$ cat config.mk
export PLATFORM = sky130hd
export DESIGN_NAME = inst_mem_loader_flat
export DESIGN_NICKNAME = d
export VERILOG_FILES = /design/src/rtl/inst_mem_loader_if.sv /design/src/rtl/inst_mem_loader.sv /design/src/flat_wrapper.sv
export SDC_FILE = /design/constraint.sdc
export NUM_CORES = 1
export LEC_CHECK = 0
export ABC_AREA = 1
export CAP_MARGIN = 10
export CORE_MARGIN = 2
export CORE_UTILIZATION = 52
export DETAILED_ROUTE_END_ITERATION = 16
export PLACE_DENSITY = 0.91
export SETUP_SLACK_MARGIN = 0.02
export SLEW_MARGIN = 5
export SYNTH_ARGS = -nofsm -noshare
export SYNTH_HDL_FRONTEND = slang
export SYNTH_SLANG_ARGS = --single-unit
export TNS_END_PERCENT = 100
$ cat constraint.sdc
create_clock -name clk -period 2.2 [get_ports clk]
set_input_delay 0.22 -clock clk [delete_from_list [all_inputs] [get_ports clk]]
set_output_delay 0.22 -clock clk [all_outputs]
set_load 0.02 [all_outputs]
$ cat src/rtl/inst_mem_loader_if.sv
// Byte-stream in / instruction-memory write out bundle for inst_mem_loader.
interface inst_mem_loader_if #(
    parameter int unsigned AW = 10
);
    logic          start;
    logic [AW-1:0] base_addr;
    logic          byte_valid;
    logic [7:0]    byte_data;
    logic          byte_last;
    logic          byte_ready;
    logic          wr_en;
    logic [31:0]   wr_addr;
    logic [31:0]   wr_data;
    logic          busy;
    logic          done;
    logic          error;
    logic [AW:0]   word_count;

    // Stream source and status consumer side
    modport master (
        output start, base_addr, byte_valid, byte_data, byte_last,
        input  byte_ready, wr_en, wr_addr, wr_data, busy, done, error, word_count
    );

    // Loader side
    modport slave (
        input  start, base_addr, byte_valid, byte_data, byte_last,
        output byte_ready, wr_en, wr_addr, wr_data, busy, done, error, word_count
    );
endinterface

$ cat src/rtl/inst_mem_loader.sv
// Packs a big-endian byte stream into 32-bit words and writes them into
// instruction memory starting at a given word address.
module inst_mem_loader #(
    parameter int unsigned MEM_SIZE  = 1024,
    parameter int unsigned WORD_SIZE = 32,
    parameter int unsigned AW        = 10
) (
    input  logic             clk,
    input  logic             rst_n,
    inst_mem_loader_if.slave bus
);

    localparam logic [1:0]    IDLE      = 2'd0;
    localparam logic [1:0]    LOAD      = 2'd1;
    localparam logic [1:0]    WRITE     = 2'd2;
    localparam int unsigned   WCW       = AW + 1;
    localparam logic [AW-1:0] LAST_ADDR = AW'(MEM_SIZE - 1);

    logic [1:0]           r_state;
    logic [1:0]           w_state_next;
    logic                 w_accept;
    logic [WORD_SIZE-1:0] w_asm_next;

    logic [AW-1:0]        r_addr;
    logic [1:0]           r_byte_cnt;
    logic [WORD_SIZE-1:0] r_asm;
    logic                 r_last;
    logic                 r_byte_ready;
    logic                 r_busy;
    logic                 r_wr_en;
    logic                 r_done;
    logic                 r_error;
    logic [WCW-1:0]       r_word_count;
    logic [31:0]          r_wr_addr;
    logic [WORD_SIZE-1:0] r_wr_data;

    // State register
    always_ff @(posedge clk or negedge rst_n) begin
        if (!rst_n) begin
            r_state <= IDLE;
        end else begin
            r_state <= w_state_next;
        end
    end

    // Next-state decode; a byte is taken only while in LOAD (byte_ready high)
    always_comb begin
        w_state_next = r_state;
        w_accept     = 1'b0;
        case (r_state)
            IDLE: begin
                if (bus.start) begin
                    w_state_next = LOAD;
                end
            end
            LOAD: begin
                w_accept = bus.byte_valid;
                if (bus.byte_valid && ((r_byte_cnt == 2'd3) || bus.byte_last)) begin
                    w_state_next = WRITE;
                end
            end
            WRITE: begin
                if (r_last || (r_addr == LAST_ADDR)) begin
                    w_state_next = IDLE;
                end else begin
                    w_state_next = LOAD;
                end
            end
            default: w_state_next = IDLE;
        endcase
    end

    // Word with the incoming byte merged; first byte clears the low bytes
    always_comb begin
        w_asm_next = r_asm;
        case (r_byte_cnt)
            2'd0:    w_asm_next = {bus.byte_data, 24'h000000};
            2'd1:    w_asm_next = {r_asm[31:24], bus.byte_data, 16'h0000};
            2'd2:    w_asm_next = {r_asm[31:16], bus.byte_data, 8'h00};
            default: w_asm_next = {r_asm[31:8], bus.byte_data};
        endcase
    end

    // Datapath, status flags and state-decoded outputs
    always_ff @(posedge clk or negedge rst_n) begin
        if (!rst_n) begin
            r_addr       <= '0;
            r_byte_cnt   <= 2'd0;
            r_asm        <= '0;
            r_last       <= 1'b0;
            r_byte_ready <= 1'b0;
            r_busy       <= 1'b0;
            r_wr_en      <= 1'b0;
            r_done       <= 1'b0;
            r_error      <= 1'b0;
            r_word_count <= '0;
            r_wr_addr    <= 32'd0;
            r_wr_data    <= '0;
        end else begin
            r_byte_ready <= (w_state_next == LOAD);
            r_busy       <= (w_state_next != IDLE);
            r_wr_en      <= (w_state_next == WRITE);
            case (r_state)
                IDLE: begin
                    if (bus.start) begin
                        r_addr       <= bus.base_addr;
                        r_byte_cnt   <= 2'd0;
                        r_word_count <= '0;
                        r_done       <= 1'b0;
                        r_error      <= 1'b0;
                        r_last       <= 1'b0;
                        r_asm        <= '0;
                    end
                end
                LOAD: begin
                    if (w_accept) begin
                        r_asm      <= w_asm_next;
                        r_byte_cnt <= r_byte_cnt + 2'd1;
                        if (bus.byte_last) begin
                            r_last <= 1'b1;
                            // Short final word: low bytes already zero
                            if (r_byte_cnt != 2'd3) begin
                                r_error <= 1'b1;
                            end
                        end
                        if (w_state_next == WRITE) begin
                            r_wr_data <= w_asm_next;
                            r_wr_addr <= 32'(r_addr);
                        end
                    end
                end
                WRITE: begin
                    r_word_count <= r_word_count + WCW'(1);
                    r_byte_cnt   <= 2'd0;
                    if (r_last) begin
                        r_done <= 1'b1;
                    end else if (r_addr == LAST_ADDR) begin
                        r_error <= 1'b1;
                    end else begin
                        r_addr <= r_addr + AW'(1);
                    end
                end
                default: ;
            endcase
        end
    end

    assign bus.byte_ready = r_byte_ready;
    assign bus.busy       = r_busy;
    assign bus.wr_en      = r_wr_en;
    assign bus.wr_addr    = r_wr_addr;
    assign bus.wr_data    = r_wr_data;
    assign bus.done       = r_done;
    assign bus.error      = r_error;
    assign bus.word_count = r_word_count;

endmodule

$ cat src/flat_wrapper.sv
// flat-port wrapper written by rule: the top's interface ports become plain ports
module inst_mem_loader_flat 
#(
    parameter int unsigned MEM_SIZE  = 1024,
    parameter int unsigned WORD_SIZE = 32,
    parameter int unsigned AW        = 10
)
  (clk, rst_n, bus_start, bus_base_addr, bus_byte_valid, bus_byte_data, bus_byte_last, bus_byte_ready, bus_wr_en, bus_wr_addr, bus_wr_data, bus_busy, bus_done, bus_error, bus_word_count);
  inst_mem_loader_if #(.AW(AW)) bus_i ();
  input  logic clk;
  input  logic rst_n;
  input wire logic [$bits(bus_i.start)-1:0] bus_start;
  input wire logic [$bits(bus_i.base_addr)-1:0] bus_base_addr;
  input wire logic [$bits(bus_i.byte_valid)-1:0] bus_byte_valid;
  input wire logic [$bits(bus_i.byte_data)-1:0] bus_byte_data;
  input wire logic [$bits(bus_i.byte_last)-1:0] bus_byte_last;
  output wire logic [$bits(bus_i.byte_ready)-1:0] bus_byte_ready;
  output wire logic [$bits(bus_i.wr_en)-1:0] bus_wr_en;
  output wire logic [$bits(bus_i.wr_addr)-1:0] bus_wr_addr;
  output wire logic [$bits(bus_i.wr_data)-1:0] bus_wr_data;
  output wire logic [$bits(bus_i.busy)-1:0] bus_busy;
  output wire logic [$bits(bus_i.done)-1:0] bus_done;
  output wire logic [$bits(bus_i.error)-1:0] bus_error;
  output wire logic [$bits(bus_i.word_count)-1:0] bus_word_count;
  assign bus_i.start = bus_start;
  assign bus_i.base_addr = bus_base_addr;
  assign bus_i.byte_valid = bus_byte_valid;
  assign bus_i.byte_data = bus_byte_data;
  assign bus_i.byte_last = bus_byte_last;
  assign bus_byte_ready = bus_i.byte_ready;
  assign bus_wr_en = bus_i.wr_en;
  assign bus_wr_addr = bus_i.wr_addr;
  assign bus_wr_data = bus_i.wr_data;
  assign bus_busy = bus_i.busy;
  assign bus_done = bus_i.done;
  assign bus_error = bus_i.error;
  assign bus_word_count = bus_i.word_count;
  inst_mem_loader #(.MEM_SIZE(MEM_SIZE), .WORD_SIZE(WORD_SIZE), .AW(AW)) u_core (.clk(clk), .rst_n(rst_n), .bus(bus_i));
endmodule
==> impl_metrics.toml, run 1 <==
[logic_synthesis]
synth_xor_area_share_pct = 0
synth-simple-area-share_pct = 26.1
synthAdderAreaFrac_pct = 2.47
synth_compound_area_share_pct = 10.8
synth_top_family_by_area = "simple AND/OR/NAND/NOR gates"
yosysSeqAreaShare_pct = 48.0
synth_seq_cells = 97
syn-cell-area_um2 = 5060
synth_edf_count = 0
syn_inst = 639
synth_flop_cell = "dfrtp_1"
synth-async-reset-ratio_pct = 100
synthMuxAreaShare_pct = 0
syn_avg_cell_area_um2 = 7.92
ys_types = 31
yosys_warnings = 0

[layout]
drive_gt1_share_pct = 6.90
layout.nets = 755
final_cell_mix = "177 x nand2_1, 97 x dfrtp_1, 81 x inv_1"
layout_commonest_cell = "nand2_1"
syn2layout_area_growth_pct = 20.9
n_antenna_cell = 0

[status]
status = "complete, no violations"

[flow_run]
maxCapViolCount = 0

[sta]
min_period_ns = 2.00
post-route-period-util_pct = 90.8
setup_viol = 0
setup_ws_ns = 0.203
slew_viol_final = 0
final_hold_viol_count = 0
max_clock_freq_ghz = 0.501
clock_skew_ns = 0.0109
rsz0062_at_grt = "no"
setup_tns_ns = 0

[power_and_ir_drop]
p_leak_nw = 3.10
vdd_drop_max_v = 0.000799
power_density_nw_per_um2 = 1140
total_power_w = 0.00696

[floorplanning]
start_util_pct = 54.2
die_h_um = 103
dieWidth_um = 103
dieArea_um2 = 10500
num_rows = 35
io_pins = 103
core-area_um2 = 9330

[worst_setup_path]
required_ns = 2.46
ff2ff_setup_slack_ns = 0.20
critPathCaptureType = "flop"
cp_max_fo = 15
worstSetupStartpointType = "flop"
r2r-end = "u_core.r_addr[3]"
worstPathArrival_ns = 2.25
critical_path_class = "reg2reg"
rr_startpoint = "u_core.r_state[0]"
r2r_cells = 9

[grt]
antenna_found_initial = 0
busiest_layer = "met2"
grt_pass1_vias = 4355
grt_max_degree = 79
grtUsageMet2_pct = 40.5
use_met1_pct = 32.0
overflow = 0
track_usage_pct = 24.2
use_met3_pct = 5.49
grt_pass1_wl_um = 20200

[clock_tree]
cts.htree.levels = 3
cts_tree = "yes"
cts_sinks = 97
cts_buffer_depth = 2
cts_root_buffer = "clkbuf_8"
clock_latency_ns = 0.36
clkTransAtPathRegs_ns = 0.09
cts_inserted_buffers = 9

[placement]
port_buffers = 80
dp_hpwl_um = 8660
pre_cts_ws_ns = 0.184
gp_congestion = 0.876

[min_path]
hp-class = "in2async"

[route]
via_per_inst = 5.26
drt_iter0_markers = 240
drtAntennaViolNets = 0
vias = 4496
dr.pass1.iters = 5
drcViolationCount = 0
detail_route.wl_per_cell_um = 14.1
finalWirelength_um = 12000
-- where the power goes --
| part | internal [W] | total, W | switching (W) |
|---|---|---|---|
| Clock | 0.000513 | 0.00112 | 0.000607 |
| Combinational | 0.00119 | 0.00320 | 0.00201 |
| Sequential | 0.00227 | 0.00263 | 0.000367 |
| Total | 0.00397 | 0.00696 | 0.00299 |
-- logic make-up (layout without fill, tap and decap cells) --
logic type               count (synthesis)  in the layout
AO/OA/AOI/OAI                           96             96
adder cells (fa/ha/maj)                 10             10
other                                    1             22
flip-flops                              97             97
buffers and inverters                  129            194
AND/OR/NAND/NOR                        306            306
-- sequential cells by signal, indices dropped and copies added, names as in the netlist --
name / cells
u_core.bus.busy: 1
u_core.bus.error: 1
u_core.bus.wr_en: 1
u_core.bus.byte_ready: 1
u_core.bus.wr_addr: 10
u_core.r_state: 2
u_core.bus.wr_data: 32
u_core.bus.word_count: 11
u_core.r_last: 1
u_core.bus.done: 1
u_core.r_asm: 24
u_core.r_addr: 10
u_core.r_byte_cnt: 2
-- worst max-delay path by stage --
stage                            startpoint                      to  depth (start not counted)
after floorplan           u_core.r_state[0]  u_core.bus.wr_data[11]                         10
after global placement    u_core.r_state[0]   u_core.bus.wr_addr[8]                         11
after detailed placement  u_core.r_state[0]        u_core.r_addr[3]                          9
after CTS                 u_core.r_state[0]        u_core.r_addr[3]                          9
after global routing      u_core.r_state[0]        u_core.r_addr[9]                         10
final                     u_core.r_state[0]        u_core.r_addr[3]                          9
-- worst max-delay path, cell delays in order (launching register included) --
cell and delay, ns:
dfrtp_1 0.42, inv_1 0.11, ha_1 0.18, inv_1 0.14, o21ai_0 0.31, nand3_1 0.14
nand2_2 0.24, inv_1 0.14, nor2_1 0.14, nor2_1 0.07
-- cell type report --
cell class	instances	area (um2)
flip-flops and latches	97	2430
well taps	129	161
inverters	84	315
repair buffers	96	946
multi-input cells	434	2080
fillers	766	3210
clock inverters	5	58.8
clock buffers	9	124
-- per-stage QoR --
step | hold slack [ns] | std cells | util [%] | instance area, um2
2_1_floorplan | -0.0756 | 660 | - | 5140
3_3_place_gp | 0.116 | 839 | 63.4 | 5920
3_5_place_dp | 0.122 | 839 | 63.4 | 5920
4_1_cts | 0.266 | 854 | 65.5 | 6110
5_1_grt | 0.300 | 854 | 65.6 | 6120
6_report | 0.271 | 854 | 65.6 | 6120
-- timing repair --
action,CTS,global route
hold buffers,1,0
setup endpoints to repair,0,21
hold endpoints to repair,19,0
gates resized for setup,0,3
buffers inserted,0,0
-- cells in the mapped netlist (2+ instances only) --
cell type	count	area, um2
nor3_1	3	15.0
o22ai_1	14	87.6
clkbuf_1	8	30.0
o21ai_0	49	245
inv_1	81	304
ha_1	10	125
inv_2	3	11.3
nor2_2	3	18.8
buf_2	6	30.0
nand2_2	2	12.5
nand2_1	178	668
a21oi_1	18	90.1
o21a_1	8	60.1
o32ai_1	2	17.5
nand4_1	9	56.3
nand3_2	2	20.0
buf_6	8	90.1
nand3_1	71	355
nor2_1	33	124
dfrtp_1	97	2430
buf_4	22	165
or2_2	3	18.8
-- per-layer routing --
metal	up-vias	share of wire (%)
met1	2126	42
met4	0	1.4
met5	-	0
met3	21	6.4
met2	180	50
li1	2169	-
Note: power is estimated with default switching activity, not from simulation.
==> inputs of run 2 (changes only) <==
- CTS_CLUSTER_SIZE: not set -> 10
- GPL_ROUTABILITY_DRIVEN: not set -> 1
- PLACE_DENSITY: 0.91 -> not set
- PLACE_DENSITY_LB_ADDON: not set -> 0.3
==> run 2 against run 1 <==
Compared with the run above: die area unchanged; clock skew grew 0.0035 ns; total power up 2.3%; register-to-register slack better by 0.02 ns; clock-buffer cell count grew 2; clock power increased by 18%; first-iteration DRC count fell by 13%; combinational power barely moved; cell area rose by 0.94%; global-route usage fell by 0.38 points; worst hold slack gained 0.11 ns; core utilization increased by 0.62 points; largest cell class unchanged.
==> impl_metrics.toml, run 2 (synthesized netlist as in run 1, its figures left out) <==
[status]
status = "complete, no violations"

[layout]
drive_gt1_share_pct = 7.13
n_antenna_cell = 0
syn2layout_area_growth_pct = 22.0
finish.instance_area_um2 = 6170
layout.cells.non_filler = 858
layout_commonest_cell = "nand2_1"
largest_reg_flops = 32
final_cell_mix = "177 x nand2_1, 97 x dfrtp_1, 81 x inv_1"
layout.nets = 757

[flow_run]
maxCapViolCount = 0

[worst_setup_path]
critPathCaptureType = "flop"
crit_path_frequent_cell = "nand2_1"
cp_max_fo = 32
critPathLaunch = "u_core.r_state[1]"
slowest_stage = "dfrtp_1"
worstSetupStartpointType = "flop"
worstPathArrival_ns = 2.27
cp_top_family = "simple AND/OR/NAND/NOR gates"
rr_startpoint = "u_core.r_state[1]"
required_ns = 2.49
crit_chain = "inv_1 -> ha_1 -> inv_1 -> nand2_1 -> nand2_1 -> a21oi_4 -> inv_2 -> nor2_8 -> buf_12 -> nand3_1 -> nand2_1"
path_buf_inv = 4
slowest_delay_ns = 0.43
critical_path_class = "reg2reg"

[floorplanning]
num_rows = 35
start_util_pct = 54.2
die_h_um = 103
dieArea_um2 = 10500
io_pins = 103
core-area_um2 = 9330
dieWidth_um = 103

[power_and_ir_drop]
swShare_pct = 41.8
power_frac_seq_pct = 36.7
p_int_w = 0.00414
switching_power_w = 0.00297
vdd_drop_max_v = 0.000591
pwr-share-comb_pct = 44.7
p_clk_share_pct = 18.6
power_density_nw_per_um2 = 1150
p_leak_nw = 3.13

[clock_tree]
cts_inserted_buffers = 9
clock_latency_ns = 0.36
cts.htree.levels = 3
cts_buffer_depth = 2
clkTransAtPathRegs_ns = 0.10
cts_root_buffer = "clkbuf_8"
cts_sinks = 97
cts_tree = "yes"

[sta]
tightestPinTransition_ns = 0.573
max_clock_freq_ghz = 0.505
slew_viol_final = 0
rsz0062_at_grt = "no"
setup_tns_ns = 0
min_period_ns = 1.98
holdWs_ns = 0.379
setup_viol = 0
clock_skew_ns = 0.0144
post-route-period-util_pct = 90.0
final_hold_viol_count = 0
slew_headroom_pct = 61.8
setup_ws_ns = 0.220

[route]
dr.pass1.iters = 5
via_per_inst = 5.26
drt_iter0_markers = 210
drtAntennaViolNets = 0
detail_route.wl_per_cell_um = 13.9
vias = 4515
finalWirelength_um = 12000
drcViolationCount = 0

[grt]
grt_pass1_wl_um = 19900
overflow = 0
track_usage_pct = 23.9
grt_pass1_vias = 4360
grt_max_degree = 46
antenna_found_initial = 0

[min_path]
hp-class = "in2async"

[placement]
dp.cells = 841
placed_area_um2 = 5930
port_buffers = 80
dp_hpwl_um = 8670
gp_congestion = 0.895
pre_cts_ws_ns = 0.197
## run 2: final timing paths
| check | to | slack, ns | cells past startpoint |
|---|---|---|---|
| setup / recovery | u_core.bus.wr_data[7] | 0.22 | 11 |
| hold / removal | u_core.bus.wr_data[13] | 0.38 | 2 |
| setup reg to reg | u_core.bus.wr_data[7] | 0.22 | 11 |
| hold reg to reg | u_core.bus.wr_addr[4] | 0.48 | 2 |
| max in group asynchronous | u_core.r_state[1] | 1.09 | 3 |
| min in group clk | u_core.bus.wr_addr[4] | 0.48 | 2 |
## run 2: per-stage QoR
stage                     util, %  total power [W]
after detailed placement     63.6          0.00580
after global placement       63.6          0.00571
after global routing         66.2          0.00764
after CTS                    66.1          0.00714
after floorplan                 -          0.00465
final                        66.2          0.00712
## run 2: final cells by class
cell class | instances | area [um2]
clock buffers | 11 | 141
clock inverters | 5 | 86.3
fillers | 825 | 3150
inverters | 84 | 315
multi-input cells | 434 | 2080
flip-flops and latches | 97 | 2430
well taps | 129 | 161
repair buffers | 98 | 961
## run 2: power by group through the flow
stage	combinational (W)	clock [W]	sequential, W
floorplan	0.00175	0	0.00290
global placement	0.00308	0	0.00263
detailed placement	0.00315	0	0.00265
CTS	0.00318	0.00135	0.00261
global route	0.00353	0.00142	0.00268
finish	0.00318	0.00132	0.00261
## run 2: layer usage
metal  share of wire [%]  track usage [%]
met2                  50             40.5
met1                  43             31.8
met4                 2.1             6.67
met3                 5.0             4.00
met5                   0                0
## run 2: timing repair
| item | in CTS | in global routing |
|---|---|---|
| gates resized for setup | 0 | 2 |
| endpoints found under the setup margin | 0 | 7 |
| buffers inserted | 0 | 0 |
| endpoints found under the hold margin | 43 | 0 |
| hold buffers | 1 | 0 |
==> RTL change: new RTL, config.mk and constraints of run 1 <==
`MEM_SIZE` is set to 1024 in 2 places; all go to 768.
--- a/src/rtl/inst_mem_loader.sv
+++ b/src/rtl/inst_mem_loader.sv
@@ -3,3 +3,3 @@
 module inst_mem_loader #(
-    parameter int unsigned MEM_SIZE  = 1024,
+    parameter int unsigned MEM_SIZE  = 768,
     parameter int unsigned WORD_SIZE = 32,
--- a/src/flat_wrapper.sv
+++ b/src/flat_wrapper.sv
@@ -3,3 +3,3 @@
 #(
-    parameter int unsigned MEM_SIZE  = 1024,
+    parameter int unsigned MEM_SIZE  = 768,
     parameter int unsigned WORD_SIZE = 32,
Formal check against the unedited RTL: same outputs for any inputs over 4 cycles, from zero or initial values and one cycle with rst_n low; that may be too few to reach the edited logic, so the function may still have changed.
==> RTL change against run 1 <==
- via count grew 2.0%
- area after synthesis shrank 0.32%
- die area shrank 0.31%
- clock power grew 27%
- clock skew is essentially flat
- global-route usage is essentially flat
- setup slack gained 0.013 ns
- sequential power is essentially flat
- synthesized cell count shrank 0.31%
- final area grew 0.47%
- total power grew 3.8%
- first-iteration DRC count grew 17%
- routed wire length grew 0.89%
- sequential cell count is the same
- critical path type unchanged
- largest cell class unchanged
- highest routed layer unchanged
==> RTL change: results (changes against run 1) <==
| Metric | Value |
|---|---|
| Status | `finished clean (unchanged)` |
| Synth area leaders | `dfrtp_1 (48%), nand2_1 (13%), nand3_1 (7.3%), inv_1 (6.0%), o21ai_0 (4.8%) (was dfrtp_1 (48%), nand2_1 (13%), nand3_1 (7.0%), inv_1 (6.0%), o21ai_0 (4.8%))` |
| Non-clock inverter count | `84 (unchanged)` |
| CTS max path bufs | `2 (unchanged)` |
| Vias post-DR | `4586 (was 4496)` |
| Largest net degree at the start of global routing | `57 (was 79)` |
| Fillers | `777 (was 766)` |
| Vias in the first global route | `4404 (was 4355)` |
| Inst Count DP | `836 (was 839)` |
| Pre-CTS setup slack | `0.161 ns (was 0.184 ns)` |
| Syn avg cell area | `7.92 um2 (about the same)` |
| Share of cells above drive strength 1 | `6.91% (was 6.90%)` |
| Placer Congestion | `0.962 (was 0.876)` |
| Cell Count, Final, Fillers Out | `853 (was 854)` |
| Top cells by count, synth | `nand2_1 (178), dfrtp_1 (97), inv_1 (81) (unchanged)` |
| Non-clock buffer share | `15.1% (was 15.5%)` |
| Pleak | `3.11 nW (was 3.10 nW)` |
| Sequential-to-total area share from yosys stat | `48.1% (was 48.0%)` |
| Initial DRC count | `281 (was 240)` |
| Die area | `10500 um2 (about the same)` |
| Worst setup path end | `u_core.bus.wr_data[10]$_DFFE_PN0P_ (was u_core.r_addr[3]$_DFFE_PN0P_)` |
| Dpl hpwl | `8510 um (was 8660 um)` |
| Max stage delay on crit path | `0.41 ns` |
| Register-to-Register Path Depth | `11 (was 9)` |
| Multi-In Gates | `432 (was 434)` |
| Achievable frequency | `504 MHz (was 501 MHz)` |
| Peak supply drop | `704 uV (was 799 uV)` |
| Worst Hold Slack | `0.452 ns (was 0.271 ns)` |
| Clkbuf count | `11 (was 9)` |
| Critical path fanouts, max | `22 (was 15)` |
| Slowest CP cell | `dfrtp_1 (unchanged)` |
| Clk cell area share | `3.97% (was 2.99%)` |
| Internal reg-to-reg setup slack | `roughly 0.22 ns` |
| Dpl cell area | `5880 um2 (was 5920 um2)` |
| Non-clock buffers | `95 (was 96)` |
| Synth unique cells | `30 (was 31)` |
| Routed WL | `12200 um (was 12000 um)` |
| P&R area growth vs syn | `21.9% (was 20.9%)` |
| Worst EP arrival | `2.29 ns (was 2.25 ns)` |
| Gr usage total | `24.3% (was 24.2%)` |
| Multi-input combinational cell area | `2070 um2 (was 2080 um2)` |
| Clock skew | `0.0112 ns (was 0.0109 ns)` |
| Int Power | `4.22 mW (was 3.97 mW)` |
| First-pass GRT wire length | `20000 um (was 20200 um)` |
| # nets final | `752 (was 755)` |
RTL change: power groups by stage:
stage	sequential, mW	clock, mW	combinational, mW
finish	2.64	1.42	3.16
global route	2.70	1.50	3.47
CTS	2.63	1.43	3.12
detailed placement	2.65	0	3.09
global placement	2.64	0	2.99
floorplan	2.90	0	1.74
RTL change: what timing repair did:
| action | CTS | global route |
|---|---|---|
| endpoints found under the setup margin | 0 | 49 |
| hold endpoints to repair | 55 | 0 |
| hold buffers | 1 | 0 |
| resized for setup | 0 | 4 |
RTL change: routing by layer:
| metal | part of all wire (%) | wire, um | global-route usage, % |
|---|---|---|---|
| met1 | 41 | 4970 | 30.9 |
| met2 | 48 | 5850 | 40.9 |
| met3 | 8.2 | 998 | 5.06 |
| met4 | 2.7 | 334 | 9.03 |
| met5 | 0 | 0 | 0 |
RTL change: cells by family after synthesis:
group                      synth area share, %
and+or+nand+nor                           26.1
buffers and inverters                     12.6
DFF                                       48.1
AOI/OAI and AO/OA                         10.6
adders and majority gates                 2.48
other                                   0.0744
